`src/rtl/ifu_fetch_if.sv`:
```
// Fetch-stage bundle: instruction-memory request/response, redirect from
// execute, and the valid/ready hand-off to decode.
interface ifu_fetch_if #(
    parameter int XLEN = 32
);
    logic            imem_req_valid;
    logic            imem_req_ready;
    logic [XLEN-1:0] imem_req_addr;
    logic            imem_rsp_valid;
    logic [XLEN-1:0] imem_rsp_data;
    logic            redirect_valid;
    logic [XLEN-1:0] redirect_pc;
    logic            id_ready;
    logic            if_valid;
    logic [XLEN-1:0] instruction;
    logic [XLEN-1:0] pc_out;

    modport master (
        output imem_req_valid, imem_req_addr, if_valid, instruction, pc_out,
        input  imem_req_ready, imem_rsp_valid, imem_rsp_data,
               redirect_valid, redirect_pc, id_ready
    );

    modport slave (
        input  imem_req_valid, imem_req_addr, if_valid, instruction, pc_out,
        output imem_req_ready, imem_rsp_valid, imem_rsp_data,
               redirect_valid, redirect_pc, id_ready
    );
endinterface

```
`src/rtl/ifu_fetch.sv`:
```
// Instruction fetch: sequential PC generation, credit-limited memory requests,
// in-order response buffer with PCs, and redirect flush/discard.
module ifu_fetch #(
    parameter int              XLEN      = 32,
    parameter logic [XLEN-1:0] RESET_PC  = '0,
    parameter int              BUF_DEPTH = 2
) (
    input logic         clk,
    input logic         rst,
    ifu_fetch_if.master bus
);
    localparam int PW = $clog2(BUF_DEPTH);
    localparam int CW = $clog2(BUF_DEPTH + 1);

    logic [XLEN-1:0] fetch_pc_q, fetch_pc_d;
    logic [XLEN-1:0] rsp_pc_q, rsp_pc_d;
    logic [CW-1:0]   outst_q, outst_d;
    logic [CW-1:0]   discard_q, discard_d;
    logic [CW-1:0]   count_q, count_d;
    logic [PW-1:0]   rd_ptr_q, rd_ptr_d;
    logic [PW-1:0]   wr_ptr_q, wr_ptr_d;
    logic [XLEN-1:0] instr_buf_q [BUF_DEPTH];
    logic [XLEN-1:0] instr_buf_d [BUF_DEPTH];
    logic [XLEN-1:0] pc_buf_q    [BUF_DEPTH];
    logic [XLEN-1:0] pc_buf_d    [BUF_DEPTH];

    logic [CW:0]     credit_used;
    logic            req_valid, if_valid, buf_nonempty;
    logic            req_fire, rsp_take, push, pop;
    logic [XLEN-1:0] redirect_tgt;
    logic            unused_redirect_lo;

    assign unused_redirect_lo = ^bus.redirect_pc[1:0];
    assign redirect_tgt       = {bus.redirect_pc[XLEN-1:2], 2'b00};

    // Buffered entries plus in-flight requests never exceed the buffer, so
    // every response always has a slot waiting for it.
    assign credit_used  = {1'b0, count_q} + {1'b0, outst_q};
    assign buf_nonempty = (count_q != '0);
    assign req_valid    = !rst && !bus.redirect_valid && (credit_used < (CW+1)'(BUF_DEPTH));
    assign if_valid     = !rst && buf_nonempty && !bus.redirect_valid;

    assign bus.imem_req_valid = req_valid;
    assign bus.imem_req_addr  = fetch_pc_q;
    assign bus.if_valid       = if_valid;
    assign bus.instruction    = buf_nonempty ? instr_buf_q[rd_ptr_q] : '0;
    assign bus.pc_out         = buf_nonempty ? pc_buf_q[rd_ptr_q] : '0;

    assign req_fire = req_valid && bus.imem_req_ready;
    assign rsp_take = bus.imem_rsp_valid && (outst_q != '0);
    assign pop      = if_valid && bus.id_ready;

    always_comb begin
        fetch_pc_d  = fetch_pc_q;
        rsp_pc_d    = rsp_pc_q;
        outst_d     = outst_q;
        discard_d   = discard_q;
        count_d     = count_q;
        rd_ptr_d    = rd_ptr_q;
        wr_ptr_d    = wr_ptr_q;
        instr_buf_d = instr_buf_q;
        pc_buf_d    = pc_buf_q;
        push        = 1'b0;

        if (bus.redirect_valid) begin
            fetch_pc_d = redirect_tgt;
            rsp_pc_d   = redirect_tgt;
            outst_d    = outst_q - CW'(rsp_take);
            // Every response still in flight is stale; pending discards are a
            // subset of outstanding, so the new discard count is just outst_d.
            discard_d  = outst_q - CW'(rsp_take);
            count_d    = '0;
            rd_ptr_d   = '0;
            wr_ptr_d   = '0;
        end else begin
            if (req_fire)
                fetch_pc_d = fetch_pc_q + XLEN'(4);
            outst_d = outst_q + CW'(req_fire) - CW'(rsp_take);
            if (rsp_take) begin
                if (discard_q != '0) discard_d = discard_q - CW'(1);
                else                 push      = 1'b1;
            end
            if (push) begin
                instr_buf_d[wr_ptr_q] = bus.imem_rsp_data;
                pc_buf_d[wr_ptr_q]    = rsp_pc_q;
                wr_ptr_d              = wr_ptr_q + PW'(1);
                rsp_pc_d              = rsp_pc_q + XLEN'(4);
            end
            if (pop)
                rd_ptr_d = rd_ptr_q + PW'(1);
            count_d = count_q + CW'(push) - CW'(pop);
        end
    end

    always_ff @(posedge clk) begin
        if (rst) begin
            fetch_pc_q <= RESET_PC;
            rsp_pc_q   <= RESET_PC;
            outst_q    <= '0;
            discard_q  <= '0;
            count_q    <= '0;
            rd_ptr_q   <= '0;
            wr_ptr_q   <= '0;
            for (int i = 0; i < BUF_DEPTH; i++) begin
                instr_buf_q[i] <= '0;
                pc_buf_q[i]    <= '0;
            end
        end else begin
            fetch_pc_q  <= fetch_pc_d;
            rsp_pc_q    <= rsp_pc_d;
            outst_q     <= outst_d;
            discard_q   <= discard_d;
            count_q     <= count_d;
            rd_ptr_q    <= rd_ptr_d;
            wr_ptr_q    <= wr_ptr_d;
            instr_buf_q <= instr_buf_d;
            pc_buf_q    <= pc_buf_d;
        end
    end
endmodule

```
`src/flat_wrapper.sv`:
```
// flat-port wrapper written by rule: the top's interface ports become plain ports
module ifu_fetch_flat 
#(
    parameter int              XLEN      = 32,
    parameter logic [XLEN-1:0] RESET_PC  = '0,
    parameter int              BUF_DEPTH = 2
)
  (clk, rst, bus_imem_req_valid, bus_imem_req_addr, bus_if_valid, bus_instruction, bus_pc_out, bus_imem_req_ready, bus_imem_rsp_valid, bus_imem_rsp_data, bus_redirect_valid, bus_redirect_pc, bus_id_ready);
  ifu_fetch_if #(.XLEN(XLEN)) bus_i ();
  input logic clk;
  input logic rst;
  output wire logic [$bits(bus_i.imem_req_valid)-1:0] bus_imem_req_valid;
  output wire logic [$bits(bus_i.imem_req_addr)-1:0] bus_imem_req_addr;
  output wire logic [$bits(bus_i.if_valid)-1:0] bus_if_valid;
  output wire logic [$bits(bus_i.instruction)-1:0] bus_instruction;
  output wire logic [$bits(bus_i.pc_out)-1:0] bus_pc_out;
  input wire logic [$bits(bus_i.imem_req_ready)-1:0] bus_imem_req_ready;
  input wire logic [$bits(bus_i.imem_rsp_valid)-1:0] bus_imem_rsp_valid;
  input wire logic [$bits(bus_i.imem_rsp_data)-1:0] bus_imem_rsp_data;
  input wire logic [$bits(bus_i.redirect_valid)-1:0] bus_redirect_valid;
  input wire logic [$bits(bus_i.redirect_pc)-1:0] bus_redirect_pc;
  input wire logic [$bits(bus_i.id_ready)-1:0] bus_id_ready;
  assign bus_imem_req_valid = bus_i.imem_req_valid;
  assign bus_imem_req_addr = bus_i.imem_req_addr;
  assign bus_if_valid = bus_i.if_valid;
  assign bus_instruction = bus_i.instruction;
  assign bus_pc_out = bus_i.pc_out;
  assign bus_i.imem_req_ready = bus_imem_req_ready;
  assign bus_i.imem_rsp_valid = bus_imem_rsp_valid;
  assign bus_i.imem_rsp_data = bus_imem_rsp_data;
  assign bus_i.redirect_valid = bus_redirect_valid;
  assign bus_i.redirect_pc = bus_redirect_pc;
  assign bus_i.id_ready = bus_id_ready;
  ifu_fetch #(.XLEN(XLEN), .RESET_PC(RESET_PC), .BUF_DEPTH(BUF_DEPTH)) u_core (.clk(clk), .rst(rst), .bus(bus_i));
endmodule
```
`config.mk`:
```
export PLATFORM = sky130hd
export DESIGN_NAME = ifu_fetch_flat
export DESIGN_NICKNAME = d
export VERILOG_FILES = /design/src/rtl/ifu_fetch_if.sv /design/src/rtl/ifu_fetch.sv /design/src/flat_wrapper.sv
export SDC_FILE = /design/constraint.sdc
export NUM_CORES = 1
export LEC_CHECK = 0
export ABC_AREA = 1
export CAP_MARGIN = 30
export CORE_MARGIN = 2
export CORE_UTILIZATION = 35
export CTS_BUF_LIST = sky130_fd_sc_hd__clkbuf_4 sky130_fd_sc_hd__clkbuf_8 sky130_fd_sc_hd__clkbuf_16
export CTS_CLUSTER_SIZE = 16
export DETAILED_ROUTE_END_ITERATION = 10
export DONT_BUFFER_PORTS = 1
export GPL_TIMING_DRIVEN = 0
export PLACE_DENSITY_LB_ADDON = 0.12
export SLEW_MARGIN = 20
export SYNTH_ARGS = -nofsm -noshare
export SYNTH_HDL_FRONTEND = slang
export SYNTH_SLANG_ARGS = --single-unit
```
`constraint.sdc`:
```
create_clock -name clk -period 2.1 [get_ports clk]
set_input_delay 0.42 -clock clk [delete_from_list [all_inputs] [get_ports clk]]
set_output_delay 0.42 -clock clk [all_outputs]
set_load 0.1 [all_outputs]
```
==> metrics <==
initial antenna violation count 0; Max stage delay on crit path around 600 ps; RSZ-0062 raised after global routing true; Worst-Skew Late Latency between 400 and 500 ps; core footprint roughly 27000 um2; Final setup viols between 60 and 70; Switching Power roughly 3.8 mW; max_slew headroom 0.329; violated checks setup timing; Reg2Reg Capture Point u_core.count_q[1]; hold depth 2; diode count 0; WL per Instance between 15 and 20 um; required time of the critical path about 1700 ps; first-pass GRT wire length about 55000 um; largest net degree at the start of global routing 24; total clock sinks 192; reg2reg setup slack -40 ps; routed wire length 35600 um; CTS tree built; combinational power share 0.234; min-delay worst type primary input to register; num rows 60; CP endpoint kind output pin; Routed Antenna Nets 0; GR Util All Layers 0.243; clk slew on worst S/H paths ~90 ps; Initial DRC Count a little over 600; Ys Warns 0; die area slightly below 30000 um2; min cycle time layout 2390 ps; post-route setup slack -289 ps; worst-path maximum fanout 5; via count roughly 10000; clock tree buffer depth 2; Initial Utilization 0.358; cells along the critical path inv_4, buf_8, buf_12, clkbuf_16, nand2_2, a21oi_4; max-slew violation count 0; Post-Syn Area per Cell 6.55 um2; Hold Crit Start bus_imem_rsp_data[18]; DP HPWL approximately 26000 um; Final period util 1.14; WHS Endpoint u_core.instr_buf_q[18]; Hold-fix buffers, CTS 0; status finished with violations; Final nets between 1500 and 2000; Chip Width 171 um; Crit-path slowest cell a21oi_4; post-synth cell types roughly 40; flops & latches, synth about 190; Die Span Y around 170 um; Data arrival, critical path 1970 ps; Max VDD drop between 0.0004 and 0.0005 V; sw frac 0.368; iteration count of the initial detailed-routing pass 5; CP startpoint kind register; DRC viols 0; Setup Skew 18.5 ps; pre-CTS WS -576 ps; CTS buffer count 17; H-tree depth 4; root buffer cell clkbuf_16; RR Startpoint u_core.count_q[1]; static leakage 5.19 nW; asr flop ratio synth 0; Slew @ Worst Pin between 1000 and 1500 ps; power share of the clock group 0.344; fraction of layout cells with a size suffix above 1 0.233; synth-to-layout area growth 42.4%; IO Pins ~170; port bufs 0; Seq/Total Area, Yosys 0.396; origin of the worst setup path u_core.rd_ptr_q; top_reg_cell synth dfxtp_1; Setup CP Type register to output pin; Pwr Density about 740 nW/um2; vias in the first global route between 9000 and 10000; via/cell ratio 5.12; Post-synth EDFFs 0; GRT overflow 0; R2R cell count 10; GPL Wtd Cong between 0.8 and 0.9; register share of total power 0.421; fmax roughly 420 MHz; final hold violations 0; Mapped Area approximately 9700 um2; Power Total roughly 10 mW; Max-Cap Viols 0; internal power about 6.5 mW; Post-Syn Instances approximately 1500
-- kinds of logic after synthesis --
| logic type | Yosys count | share of synthesized area |
|---|---|---|
| and+or+nand+nor | 704 | 0.296 |
| AOI/OAI and AO/OA | 366 | 0.193 |
| DFF | 192 | 0.396 |
| other | 1 | 0.000386 |
| adders and majority gates | 8 | 0.0111 |
| buffers and inverters | 201 | 0.0929 |
| xor gates and xnor gates | 12 | 0.0108 |
-- worst max-delay path: cells and delay by family, from the launching register on --
kind	cells	cell delay [ps]
buffers and inverters	4	480
AND/OR/NAND/NOR	1	60
flip-flops	1	370
AO/OA/AOI/OAI	1	600
-- area by class of cell --
type / instances / area (um2)
clock inverter: 15 / 213
tap: 372 / 465
sequential: 192 / 3870
clock buffer: 17 / 425
buffer: 83 / 736
multi-input combinational: 1095 / 6270
fill: 2671 / 13300
inverter: 117 / 455
timing repair buffer: 96 / 1400
-- routing by layer --
layer | GRT usage | part of all wire | vias up
li1 | - | - | 5025
met1 | 0.326 | 0.45 | 4822
met2 | 0.403 | 0.47 | 282
met3 | 0.0423 | 0.060 | 41
met4 | 0.0669 | 0.017 | 0
met5 | 0 | 0 | -
-- how the worst max path moves through the flow --
stage                               to  slack, ps  cells past startpoint
floorplan                bus_pc_out[2]       -350                      4
global placement         bus_pc_out[2]       -800                      4
detailed placement      bus_pc_out[14]       -580                      6
CTS                 bus_imem_req_valid       -320                      6
global route            bus_pc_out[16]       -340                      6
finish                  bus_pc_out[16]       -290                      6
-- cell usage after synthesis, drive strengths merged (7+ instances only) --
cell type | n | share of area
a21oi | 163 | 0.084
a31oi | 11 | 0.0071
buf | 44 | 0.032
clkbuf | 40 | 0.016
dfxtp | 192 | 0.40
ha | 7 | 0.0090
inv | 117 | 0.045
nand2 | 356 | 0.14
nand3 | 56 | 0.029
nand4 | 8 | 0.0067
nor2 | 275 | 0.11
o21ai | 186 | 0.097
xor2 | 9 | 0.0081
-- state kept, by name, summed over array words and instances (netlist names) --
signal and flops:
u_core.instr_buf_q 64, u_core.outst_q 2, u_core.wr_ptr_q 1, u_core.rsp_pc_q 30, u_core.bus.imem_req_addr 30, u_core.rd_ptr_q 1
u_core.discard_q 2, u_core.count_q 2, u_core.pc_buf_q 60
-- cells in the final DEF (no fill, tap or decap), drive strengths merged, types with 8 or more instances in the layout --
master    n
a21oi   163
a31oi    11
buf     140
clkbuf   56
dfxtp   192
inv     125
nand2   356
nand3    56
nand4     8
nor2    276
o21ai   186
xor2      9
-- per-stage QoR --
stage / hold slack [ps] / TNS, ps / cells / utilization / cell area (um2)
6_report: 94.8 / -14410 / 1987 / 0.510 / 13800
5_1_grt: 79.6 / -17850 / 1987 / 0.510 / 13800
4_1_cts: 77.1 / -15410 / 1964 / 0.485 / 13100
3_5_place_dp: 475 / -26260 / 1912 / 0.435 / 11800
3_3_place_gp: 457 / -36540 / 1859 / 0.403 / 10900
2_1_floorplan: 447 / -541 / 1487 / - / 10400
-- power by group through the flow --
stage          clock network (mW)  registers [mW]  logic [mW]
6_report                     3.52            4.31        2.40
5_1_grt                      3.72            4.35        2.60
4_1_cts                      3.57            4.27        2.23
3_5_place_dp                    0            4.32        2.12
3_3_place_gp                    0            4.53        1.66
2_1_floorplan                   0            4.46        1.31
-- repair_timing --
action / 4_1_cts / 5_1_grt
buffers inserted: 16 / 18
resized for setup: 143 / 130
setup endpoints to repair: 82 / 90
cloned: 5 / 5
pin swaps: 59 / 75
(Power assumes the default switching activity.)
